[src/rtl/bit_deserializer.sv]
// bit_deserializer
//   Packs a qualified serial bit stream into WIDTH-bit words. Each word is
//   offered with its count of 1 bits on a valid/ready handshake. There is a
//   1-entry output register and a sticky overflow flag for dropped words.
//
// Ports
//   clk        : system clock; all state updates on the rising edge
//   rst        : asynchronous, active-high reset
//   bit_in     : serial data
//   bit_en     : sample qualifier for bit_in
//   clear      : synchronous flush of collector, output register and overflow
//   word_out   : assembled word, held stable until it is consumed
//   word_valid : output register holds an unconsumed word
//   word_ready : consumer accepts (transfer = word_valid & word_ready)
//   ones_cnt   : number of 1 bits in word_out
//   overflow   : sticky, set when a completed word was dropped
module bit_deserializer #(
    parameter int WIDTH     = 8,
    parameter bit MSB_FIRST = 1'b1
) (
    input  logic                       clk,
    input  logic                       rst,
    input  logic                       bit_in,
    input  logic                       bit_en,
    input  logic                       clear,
    output logic [WIDTH-1:0]           word_out,
    output logic                       word_valid,
    input  logic                       word_ready,
    output logic [$clog2(WIDTH+1)-1:0] ones_cnt,
    output logic                       overflow
);

    localparam int CW = $clog2(WIDTH + 1);
    localparam int BW = $clog2(WIDTH);
    localparam logic [BW-1:0] LAST = BW'(WIDTH - 1);

    typedef enum logic {EMPTY, FULL} state_t;

    state_t           state;
    logic [WIDTH-1:0] shift_reg;
    logic [WIDTH-1:0] next_word;
    logic [BW-1:0]    bit_cnt;
    logic [CW-1:0]    run_ones;
    logic [CW-1:0]    next_ones;
    logic             complete;
    logic             transfer;

    // next_word/next_ones already include the current bit, so on the
    // completion cycle they are exactly the word to be loaded.
    always_comb begin
        if (MSB_FIRST)
            next_word = {shift_reg[WIDTH-2:0], bit_in};
        else
            next_word = {bit_in, shift_reg[WIDTH-1:1]};
        next_ones = run_ones + CW'(bit_in);
        complete  = bit_en && (bit_cnt == LAST);
        transfer  = word_valid && word_ready;
    end

    // Collector: shift register, bit counter and running ones count.
    always_ff @(posedge clk or posedge rst) begin
        if (rst) begin
            shift_reg <= '0;
            bit_cnt   <= '0;
            run_ones  <= '0;
        end else if (clear) begin
            shift_reg <= '0;
            bit_cnt   <= '0;
            run_ones  <= '0;
        end else if (bit_en) begin
            shift_reg <= next_word;
            if (complete) begin
                bit_cnt  <= '0;
                run_ones <= '0;
            end else begin
                bit_cnt  <= bit_cnt + 1'b1;
                run_ones <= next_ones;
            end
        end
    end

    // Output FSM with registered outputs.
    always_ff @(posedge clk or posedge rst) begin
        if (rst) begin
            state      <= EMPTY;
            word_out   <= '0;
            ones_cnt   <= '0;
            word_valid <= 1'b0;
            overflow   <= 1'b0;
        end else if (clear) begin
            state      <= EMPTY;
            word_out   <= '0;
            ones_cnt   <= '0;
            word_valid <= 1'b0;
            overflow   <= 1'b0;
        end else begin
            case (state)
                EMPTY: begin
                    if (complete) begin
                        word_out   <= next_word;
                        ones_cnt   <= next_ones;
                        word_valid <= 1'b1;
                        state      <= FULL;
                    end
                end
                FULL: begin
                    if (transfer) begin
                        if (complete) begin
                            // Old word leaves as the new one arrives: no bubble.
                            word_out <= next_word;
                            ones_cnt <= next_ones;
                        end else begin
                            word_valid <= 1'b0;
                            state      <= EMPTY;
                        end
                    end else if (complete) begin
                        // Held word wins; the new one is dropped.
                        overflow <= 1'b1;
                    end
                end
                default: begin
                    state      <= EMPTY;
                    word_valid <= 1'b0;
                end
            endcase
        end
    end

endmodule

[config.mk]
export PLATFORM = sky130hd
export DESIGN_NAME = bit_deserializer
export DESIGN_NICKNAME = d
export VERILOG_FILES = /design/src/rtl/bit_deserializer.sv
export SDC_FILE = /design/constraint.sdc
export NUM_CORES = 1
export LEC_CHECK = 0
export BUFFER_PORTS_ARGS = -buffer_cell sky130_fd_sc_hd__buf_2
export CELL_PAD_IN_SITES_DETAIL_PLACEMENT = 1
export CELL_PAD_IN_SITES_GLOBAL_PLACEMENT = 2
export CORE_UTILIZATION = 39
export DETAILED_ROUTE_END_ITERATION = 12
export GPL_TIMING_DRIVEN = 0
export HOLD_SLACK_MARGIN = 0.02
export PLACE_DENSITY_LB_ADDON = 0.1
export SYNTH_ARGS = -nofsm -noshare
export SYNTH_HDL_FRONTEND = slang
export SYNTH_SLANG_ARGS = --single-unit
export TNS_END_PERCENT = 50
[constraint.sdc]
create_clock -name clk -period 4.5 [get_ports clk]
set_input_delay 0.9 -clock clk [delete_from_list [all_inputs] [get_ports clk]]
set_output_delay 0.9 -clock clk [all_outputs]
set_load 0.05 [all_outputs]
# Word level (Yosys, flattened, before mapping)
# Cells that the tools add are included.
# word_totals
ff_bits	29
latch_bits	0
mem_bits_rw	0
mem_bits_ro	0
out_inout_bits	14
memories	0
# op_classes
n_addsub	2
mul	0
n_div	0
magnitude_cmp	0
n_eq_ne	5
shift	0
n_mux	28
bitwise_logic	1
reduce_logical	7
# ops
operator	count
two-way mux 4 bit	6
two-way mux 8 bit	3
case mux 8 bit (2 select lines)	1
two-way mux 7 bit	2
two-way mux 1 bit	10
two-way mux 3 bit	3
case mux 4 bit (2 select lines)	1
!= test 3 bit (second input constant)	2
AND reduction 3 bit	2
nonzero test 2 bit	3
adder 4 x 1 -> 4 bit	1
case mux 1 bit (2 select lines)	2
adder 3 x 1 -> 3 bit (second input constant)	1
== test 3 bit (second input constant)	1
!= test 3 x 2 -> 1 bit (second input constant)	1
logical AND 1 bit	2
!= test 2 bit (second input constant)	1
NOT 1 bit	1

# Longest topological paths before layout
# Gate-level depths: netlist of run 1.
# depth
depth_word	6
depth_mapped	6
mapped_depth_nobuf	5

# Worst setup path before layout of run 1
# Ideal clock, no wire load.
# synth_path
kind	input -> register
from	input bit_in
to	register ones_cnt[2]
setup_ns	0.121
t_arrival_ns	1.634
t_required_ns	4.379
setup_slack_ns	2.745
cell_stages	4
n_path_buf	0
cell_sequence	ha_1 -> ha_1 -> xor2_1 -> a22o_1
# synth_between
elab_chain_len	5
# synth_lines
element	line_no	rtl
start: declaration	23	input logic bit_in,
adder 4 x 1 -> 4 bit *	55	next_ones = run_ones + CW'(bit_in);
two-way mux 4 bit *	99, 108	
two-way mux 4 bit	107	if (transfer) begin
case mux 4 bit (2 select lines) *	97	case (state)
two-way mux 4 bit *	90	end else if (clear) begin
end signal: assignment	101	ones_cnt <= next_ones;
end signal: assignment	111	ones_cnt <= next_ones;
end: declaration	29	output logic [$clog2(WIDTH+1)-1:0] ones_cnt,
# Mark *: on every way between the ends. The rest lies on a longest branch, timed or not. The select of a mux whose other input is x is not followed.
# A chain may end at the register's enable or synchronous reset.

# Final worst setup path of run 1
# layout_path
from	register word_valid
to	output word_valid
# layout_rtl
element	line_no	rtl
start: declaration	27	output logic word_valid,
start signal: assignment	88	word_valid <= 1'b0;
start signal: assignment	94	word_valid <= 1'b0;
start signal: assignment	102	word_valid <= 1'b1;
# No word-level cell between the ends.

==> flow_summary_export.csv, run 1 <==
group,metric,value,unit
grt,grt_pass1_wl,4.64,mm
critical_path,timing.critical_path.required,3.60,ns
die,die_x,59.1,um
timing,grt_setup_unrepaired,"false",
logic_synthesis,synth.ff_latch_count,29,
logic_synthesis,syn_inst,104,
place,area_after_detailed_placement,1420,um2
die,die-area,3490,um2
pwr,power_per_cell_area,349,nW/um2
grt,antenna_found_initial,0,
grt,grt_use_total,18.9,%
clock_tree,cts.reportedPaths.clkPinSlew,0.10,ns
critical_path,classification_of_the_worst_setup_path,"reg2out",
die,placeableCoreArea,3080,um2
route,drt_pass1_iterations,4,
run_status,run_status,"complete, no violations",
die,die_height,59.1,um
clock_tree,max-clock-path-buffers,2,
clock_tree,cts_tree,"done",
critical_path,rr_startpoint,"bit_cnt[0]",
place,cells_after_dpl,166,
place,post-dp-hpwl,1.77,mm
logic_synthesis,sequential_cell_area_fraction_in_the_yosys_report,57.1,%
finish,design.final.nets,139,
critical_path,critPathLaunchType,"register",
critical_path,max_fanout_on_critical_path,4,
timing,clock_skew,0.0100,ns
critical_path,worst_ep_arrival_time,1.03,ns
logic_synthesis,syn-cell-area,1270,um2
critical_path,cp_num_buf_inv,1,
pwr,total_leakage_power,0.785,nW
clock_tree,postCtsSetupBuffers,0,
grt,grt_max_degree,30,
grt,grt_remaining_overflow,0,
die,rows,20,
critical_path,r2r.worst_path.cells,6,
timing,finalSetupViolations,0,
pwr,ir_worst_vdd,0.236,mV
clock_tree,cts_hold_buffers,0,
timing,final.min_clock_period,1.93,ns
critical_path,crit_path_start,"word_valid",
finish,final_core_util,48.7,%
run,max-cap-violations,0,
route,drcViolationCount,0,
clock_tree,worst_skew_pair.late_latency,0.33,ns
pwr,finalPower,0.524,mW
timing,worstMarginPinSlew,1.09,ns
logic_synthesis,synth.lib_cells_used.distinct,28,
finish,layout_common_cells,"sky130_fd_sc_hd__dfrtp_1, sky130_fd_sc_hd__buf_2, sky130_fd_sc_hd__a22o_1, sky130_fd_sc_hd__nor2_1, sky130_fd_sc_hd__mux2i_1",
finish,stdcell_count,174,
route,detailroute.via_count,882,
critical_path,worstSetupEndpoint,"word_valid",
critical_path,critical_path.max_stage_delay,0.41,ns
critical_path,regToRegEndpoint,"word_out[6]",
route,routed_wl,2.63,mm
critical_path,critical_path.top_delay_family,"flip-flops",
timing,slew_violations,0,
route,vias_per_instance,5.07,
finish,largest_register_ff_count,8,
timing,final_hold_viol_count,0,
timing,setup_tns,0,ns
clock_tree,clock_sink_count,29,
logic_synthesis,yosys_warnings,0,
grt,grt_pass1_vias,981,
critical_path,crit_path_cell_trace,"buf_2",
finish,num_antenna_cells,0,
clock_tree,num_cts_buffers,5,
timing,timing.hold.ws,0.499,ns
logic_synthesis,synthesized_area_per_cell,12.2,um2
finish,area_delta_synth_final,18.1,%
timing,relSlewSlack,27.1,%
critical_path,worstSetupPathDepth,1,
die,boundaryPins,20,
place,pre_cts_ws,2.55,ns
place,port-buffer-count,18,
place,globalplace.congestion,0.678,
logic_synthesis,synth.net_count,114,
clock_tree,cts.repair.resized,0,
clock_tree,clk_root_buffer_cell,"sky130_fd_sc_hd__clkbuf_4",
critical_path,worst_path_max_delay_cell,"sky130_fd_sc_hd__dfrtp_1",
finish,proportion_of_layout_cells_with_a_drive_suffix_above_1,27.7,%
timing,achievable-frequency,519,MHz
clock_tree,htree_num_levels,2,
route,detail_route.iter0.violations,11,
die,start_util,41.3,%
route,route.antenna.remaining_nets,0,
finish,finish.instance_area,1500,um2
route,per_cell_routed_wire_length,15.1,um
finish,final_common_cell,"sky130_fd_sc_hd__dfrtp_1",
critical_path,setup.reg_to_reg.worst_slack,2.86,ns
timing,timing.final.ws_setup,2.57,ns
critical_path,cp-end-kind,"primary output",
min_path,worstHoldPathType,"reg2reg",
timing,layout_worst_path_cycle_share,42.8,%
[cell type report]
class                   count  area (um2)
fillers                   349        1580
flip-flops and latches     29         726
multi-input cells          67         492
repair buffers             18        90.1
clock buffers               7        55.1
well taps                  44        55.1
plain buffers               6        45.0
clock inverters             1        30.0
inverters                   2        7.51
[layer usage]
metal,vias to the layer above,wire length [um],track usage (%)
li1,418,-,-
met1,436,1290,24.2
met2,26,1200,28.1
met3,2,124,7.21
met4,0,24,9.18
met5,-,0,0
[report_power, final]
part	switching, mW	internal, mW
Clock	0.0949	0.133
Combinational	0.0198	0.0105
Sequential	0.00262	0.264
[logic make-up (layout without fill, tap and decap cells)]
family / Yosys count / in the layout / share of synthesized area (%)
DFF: 29 / 29 / 57.1
and+or+nand+nor: 27 / 27 / 11.3
AOI/OAI and AO/OA: 26 / 26 / 15.8
muxes: 8 / 8 / 6.31
buffers and inverters: 8 / 34 / 4.14
adders and majority gates: 4 / 4 / 3.94
xor gates and xnor gates: 2 / 2 / 1.38
[synth_stat cells]
cell type	count	area, um2
sky130_fd_sc_hd__o2bb2ai_1	1	8.76
sky130_fd_sc_hd__a21o_1	1	7.51
sky130_fd_sc_hd__o21a_1	1	7.51
sky130_fd_sc_hd__or3_1	1	6.26
sky130_fd_sc_hd__nor2_1	11	41.3
sky130_fd_sc_hd__buf_6	2	22.5
sky130_fd_sc_hd__nand2_1	4	15.0
sky130_fd_sc_hd__a21bo_1	1	10.0
sky130_fd_sc_hd__buf_2	3	15.0
sky130_fd_sc_hd__nand3_1	1	5.00
sky130_fd_sc_hd__nor3_2	1	10.0
sky130_fd_sc_hd__a31oi_1	1	6.26
sky130_fd_sc_hd__mux2i_1	8	80.1
sky130_fd_sc_hd__a21oi_1	7	35.0
sky130_fd_sc_hd__dfrtp_1	29	726
sky130_fd_sc_hd__a22o_1	11	96.3
sky130_fd_sc_hd__o41ai_1	1	8.76
sky130_fd_sc_hd__nand2_2	1	6.26
sky130_fd_sc_hd__xor2_1	2	17.5
sky130_fd_sc_hd__nand3b_1	5	37.5
sky130_fd_sc_hd__inv_1	2	7.51
sky130_fd_sc_hd__nand2b_1	1	6.26
sky130_fd_sc_hd__a21oi_2	1	8.76
sky130_fd_sc_hd__and2_4	1	8.76
sky130_fd_sc_hd__buf_4	1	7.51
sky130_fd_sc_hd__a21boi_2	1	11.3
sky130_fd_sc_hd__ha_1	4	50.1
sky130_fd_sc_hd__nor3b_1	1	7.51
[worst min-delay path by stage]
stage,startpoint,end,depth (start not counted)
floorplan,shift_reg[6],word_out[7],1
global placement,overflow,overflow,2
detailed placement,overflow,overflow,2
CTS,shift_reg[6],word_out[7],1
global route,word_out[6],word_out[6],1
finish,shift_reg[6],word_out[7],1
Power figures use the tool's default switching activity.
==> run 2: changes to the inputs <==
Settings changed: CORE_UTILIZATION 39 to 33.
Clock period 4.5 ns to 1.7 ns, I/O delays scaled along.
==> flow_summary_export.csv, run 2 (synthesis results as in run 1) <==
group,metric,value,unit
route,detailroute.via_count,888,
die,placeableCoreArea,3690,um2
critical_path,classification_of_the_worst_setup_path,"reg2reg",
place,globalplace.congestion,0.680,
clock_tree,max-clock-path-buffers,2,
grt,antenna_found_initial,0,
critical_path,timing.critical_path.required,1.92,ns
grt,grt_pass1_wl,4.67,mm
timing,clock_skew,0.00432,ns
grt,met3_usage,5.89,%
finish,area_delta_synth_final,19.1,%
finish,num-fill-cells,414,
critical_path,worst_path_max_delay_cell,"sky130_fd_sc_hd__dfrtp_1",
route,routed_wl,2.70,mm
critical_path,cp-end-kind,"register",
die,die_x,64.0,um
die,die_height,64.0,um
timing,achievable-frequency,634,MHz
grt,gr-max-usage-layer,"met2",
clock_tree,cts.reportedPaths.clkPinSlew,0.06,ns
route,vias_per_instance,4.99,
critical_path,worst_ep_arrival_time,1.79,ns
min_path,worstHoldPathType,"in2reg",
clock_tree,clk_root_buffer_cell,"sky130_fd_sc_hd__clkbuf_8",
route,route.antenna.remaining_nets,0,
place,post-dp-hpwl,1.77,mm
clock_tree,num_cts_buffers,5,
critical_path,max_fanout_on_critical_path,10,
finish,design.final.nets,139,
route,detail_route.iter0.violations,30,
timing,worstMarginPinSlew,1.13,ns
route,drt_pass1_iterations,4,
pwr,ir_worst_vdd,0.451,mV
critical_path,crit_path_cell_trace,"ha_1 > ha_2 > and2_4 > a21oi_4 > buf_6 > a22o_1",
run_status,run_status,"complete, no violations",
finish,multi_input_comb_area,502,um2
critical_path,critical_path.top_delay_family,"adder cells",
timing,grt_setup_unrepaired,"false",
clock_tree,cts_tree,"done",
timing,layout_worst_path_cycle_share,92.7,%
pwr,total_leakage_power,0.784,nW
timing,slew_violations,0,
finish,proportion_of_layout_cells_with_a_drive_suffix_above_1,28.5,%
clock_tree,worst_skew_pair.late_latency,0.28,ns
grt,globalRouteMet1Util,20.5,%
timing,finalSetupViolations,0,
timing,timing.hold.ws,0.315,ns
critical_path,cp_num_buf_inv,1,
die,boundaryPins,20,
grt,grt_use_total,15.9,%
timing,final.min_clock_period,1.58,ns
finish,num_antenna_cells,0,
finish,final_core_util,41.0,%
critical_path,critical_path.max_stage_delay,0.40,ns
route,per_cell_routed_wire_length,15.2,um
pwr,power_per_cell_area,882,nW/um2
clock_tree,clock_sink_count,29,
finish,layout_common_cells,"sky130_fd_sc_hd__dfrtp_1, sky130_fd_sc_hd__buf_2, sky130_fd_sc_hd__a22o_1, sky130_fd_sc_hd__nor2_1, sky130_fd_sc_hd__mux2i_1",
grt,grt_pass1_vias,935,
route,drcViolationCount,0,
place,port-buffer-count,18,
finish,stdcell_count,178,
place,cells_after_dpl,170,
die,die-area,4100,um2
timing,relSlewSlack,24.3,%
clock_tree,postCtsSetupBuffers,0,
grt,use_met2,22.7,%
finish,final_common_cell,"sky130_fd_sc_hd__dfrtp_1",
die,start_util,34.4,%
die,rows,22,
finish,storage_cell_area,726,um2
grt,grt_max_degree,30,
finish,largest_register_ff_count,8,
critical_path,critPathLaunchType,"register",
pwr,finalPower,1.33,mW
run,max-cap-violations,0,
grt,grt_remaining_overflow,0,
clock_tree,htree_num_levels,2,
timing,final_hold_viol_count,0,
run 2: cell types whose count changed in the layout (fill, tap and decap cells not counted):
cell / change
sky130_fd_sc_hd__clkbuf_8: +4
sky130_fd_sc_hd__bufinv_16: -1
sky130_fd_sc_hd__a21oi_4: +1
sky130_fd_sc_hd__clkbuf_4: -5
sky130_fd_sc_hd__ha_1: -1
sky130_fd_sc_hd__clkinv_2: +2
sky130_fd_sc_hd__a21oi_2: -1
sky130_fd_sc_hd__ha_2: +1
run 2: repair_timing:
action | in CTS | in global routing
hold buffers | 0 | 0
cloned | 0 | 0
gates resized for setup | 1 | 1
endpoints found under the setup margin | 1 | 3
pin swaps | 0 | 0
run 2: layout make-up:
cell class / count / area share (%)
flip-flops and latches: 29 / 48.0
multi-input cells: 67 / 33.2
repair buffers: 18 / 5.96
clock buffers: 6 / 4.80
well taps: 48 / 3.97
plain buffers: 6 / 2.98
clock inverters: 2 / 0.662
inverters: 2 / 0.496
run 2: path summary, 6_finish.rpt:
check,cells past startpoint,slack [ns],startpoint,to
max in group asynchronous,2,0.68,rst,overflow
min in group asynchronous,2,0.34,rst,word_out[1]
worst max register to register,6,0.12,bit_cnt[0],word_out[7]
worst min register to register,1,0.49,ones_cnt[3],ones_cnt[3]
worst min-delay path,2,0.32,bit_in,word_out[0]
worst max-delay path,6,0.12,bit_cnt[0],word_out[7]
run 2: report_power, final:
group | switching (mW) | total, mW | internal [mW]
combinational | 0.0530 | 0.0809 | 0.0280
sequential | 0.00636 | 0.706 | 0.699
clock | 0.264 | 0.547 | 0.283
run 2: metrics by stage:
step | setup TNS [ns] | setup slack, ns | area, um2
after detailed placement | -0.00360 | -0.00360 | 1420
after CTS | 0 | 0.0746 | 1510
after global placement | 0 | 0.0467 | 1420
after global routing | 0 | 0.0276 | 1510
final | 0 | 0.124 | 1510
after floorplan | 0 | 0.225 | 1270
run 2: routing by layer:
| layer | share of wire (%) | vias to the layer above |
|---|---|---|
| met5 | 0 | - |
| met4 | 2.1 | 0 |
| met3 | 2.8 | 5 |
| met2 | 46 | 15 |
| met1 | 50 | 450 |
| li1 | - | 418 |
==> run 3: changes to the inputs <==
Settings changed: CELL_PAD_IN_SITES_GLOBAL_PLACEMENT 2 to 1, CORE_UTILIZATION 33 to 39, PLACE_DENSITY_LB_ADDON 0.1 to 0.08.
==> flow_summary_export.csv, run 3 (synthesis results as in run 1) <==
group,metric,value,unit
route,detail_route.iter0.violations,24,
grt,grt_use_total,19.4,%
critical_path,critical_path.max_stage_delay,0.41,ns
finish,largest_register_ff_count,8,
grt,grt_remaining_overflow,0,
finish,proportion_of_layout_cells_with_a_drive_suffix_above_1,28.5,%
route,route.antenna.remaining_nets,0,
route,per_cell_routed_wire_length,15.7,um
critical_path,max_fanout_on_critical_path,10,
die,die_height,59.1,um
clock_tree,clock_sink_count,29,
clock_tree,cts_hold_buffers,0,
finish,design.final.nets,139,
place,post-dp-hpwl,1.80,mm
clock_tree,worst_skew_pair.late_latency,0.33,ns
place,cells_after_dpl,166,
clock_tree,num_cts_buffers,5,
clock_tree,cts_tree,"done",
pwr,power_per_cell_area,805,nW/um2
timing,grt_setup_unrepaired,"false",
run_status,run_status,"complete, no violations",
finish,area_delta_synth_final,15.7,%
place,globalplace.congestion,0.695,
timing,final.min_clock_period,1.60,ns
grt,grt_pass1_vias,918,
die,placeableCoreArea,3080,um2
critical_path,timing.critical_path.required,1.97,ns
timing,worstMarginPinSlew,1.13,ns
die,start_util,41.3,%
critical_path,classification_of_the_worst_setup_path,"reg2reg",
clock_tree,clk_root_buffer_cell,"sky130_fd_sc_hd__clkbuf_4",
finish,num_antenna_cells,0,
run,max-cap-violations,0,
min_path,worstHoldPathType,"in2reg",
critical_path,critical_path.top_delay_family,"adder cells",
critical_path,critPathLaunchType,"register",
critical_path,worst_path_max_delay_cell,"sky130_fd_sc_hd__dfrtp_1",
timing,clock_skew,0.00729,ns
finish,final_core_util,47.7,%
finish,final_common_cell,"sky130_fd_sc_hd__dfrtp_1",
pwr,ir_worst_vdd,0.371,mV
clock_tree,htree_num_levels,2,
critical_path,crit_path_cell_trace,"ha_1 > ha_2 > and2_4 > a21oi_2 > buf_6 > a22o_1",
timing,layout_worst_path_cycle_share,93.9,%
route,routed_wl,2.74,mm
timing,final_hold_viol_count,0,
grt,grt_pass1_wl,4.77,mm
clock_tree,max-clock-path-buffers,2,
timing,achievable-frequency,627,MHz
critical_path,worst_ep_arrival_time,1.87,ns
die,die_x,59.1,um
die,rows,20,
grt,grt_max_degree,30,
route,drcViolationCount,0,
route,vias_per_instance,5.18,
pwr,total_leakage_power,0.769,nW
place,port-buffer-count,18,
critical_path,cp-end-kind,"register",
finish,layout_common_cells,"sky130_fd_sc_hd__dfrtp_1, sky130_fd_sc_hd__buf_2, sky130_fd_sc_hd__a22o_1, sky130_fd_sc_hd__nor2_1, sky130_fd_sc_hd__mux2i_1",
finish,stdcell_count,174,
route,drt_pass1_iterations,4,
clock_tree,cts.reportedPaths.clkPinSlew,0.09,ns
timing,finalSetupViolations,0,
timing,slew_violations,0,
route,detailroute.via_count,902,
die,boundaryPins,20,
grt,antenna_found_initial,0,
die,die-area,3490,um2
critical_path,cp_num_buf_inv,1,
timing,relSlewSlack,24.7,%
[run 3: cell counts in the layout (fill, tap and decap cells not counted)]
No cell type changed its count.
[run 3: per-layer routing]
metal  vias to the layer above  wire (um)  GRT usage [%]
li1                        421          -              -
met1                       457       1340           26.9
met2                        18       1220           26.9
met3                         6        121           6.77
met4                         0         56           9.52
met5                         -          0              0
[run 3: path summary, 6_finish.rpt]
path,from,endpoint,slack [ns],depth (start not counted)
setup reg to reg,bit_cnt[0],word_out[1],0.10,6
hold reg to reg,ones_cnt[0],ones_cnt[0],0.51,1
min in group asynchronous,rst,word_out[0],0.29,2
hold / removal,bit_in,word_out[0],0.26,2
max in group asynchronous,rst,bit_cnt[0],0.74,2
setup / recovery,bit_cnt[0],word_out[1],0.10,6
[run 3: where the power goes]
group / internal (mW) / leakage (nW) / switching (mW)
registers: 0.698 / 0.402 / 0.00713
clock network: 0.157 / 0.0320 / 0.239
logic: 0.0277 / 0.335 / 0.0530
[run 3: worst register-to-register path: stages, from the launching register on]
cell and delay [ns]:
sky130_fd_sc_hd__dfrtp_1 0.41, sky130_fd_sc_hd__ha_1 0.22, sky130_fd_sc_hd__ha_2 0.24, sky130_fd_sc_hd__and2_4 0.16, sky130_fd_sc_hd__a21oi_2 0.20, sky130_fd_sc_hd__buf_6 0.18
sky130_fd_sc_hd__a22o_1 0.15
[run 3: metrics by stage]
step	instance area, um2	hold slack, ns	setup TNS [ns]	setup slack, ns	total power, mW
6_report	1470	0.262	0	0.104	1.18
5_1_grt	1470	0.257	0	0.0157	1.25
4_1_cts	1470	0.252	0	0.0741	1.21
3_5_place_dp	1420	0.476	-0.00912	-0.00912	0.802
3_3_place_gp	1420	0.473	0	0.0593	0.798
2_1_floorplan	1270	0.418	0	0.225	0.774
[run 3: area by class of cell]
type / instances / area, um2
Multi-Input combinational cell: 67 / 494
Buffer: 6 / 45.0
Fill cell: 358 / 1610
Clock buffer: 6 / 41.3
Sequential cell: 29 / 726
Clock inverter: 2 / 10.0
Timing Repair Buffer: 18 / 90.1
Inverter: 2 / 7.51
Tap cell: 44 / 55.1
[run 3: what timing repair did]
action                                  CTS  global route
setup buffers                             0             0
endpoints found under the setup margin    9             0
resized for setup                         1             0
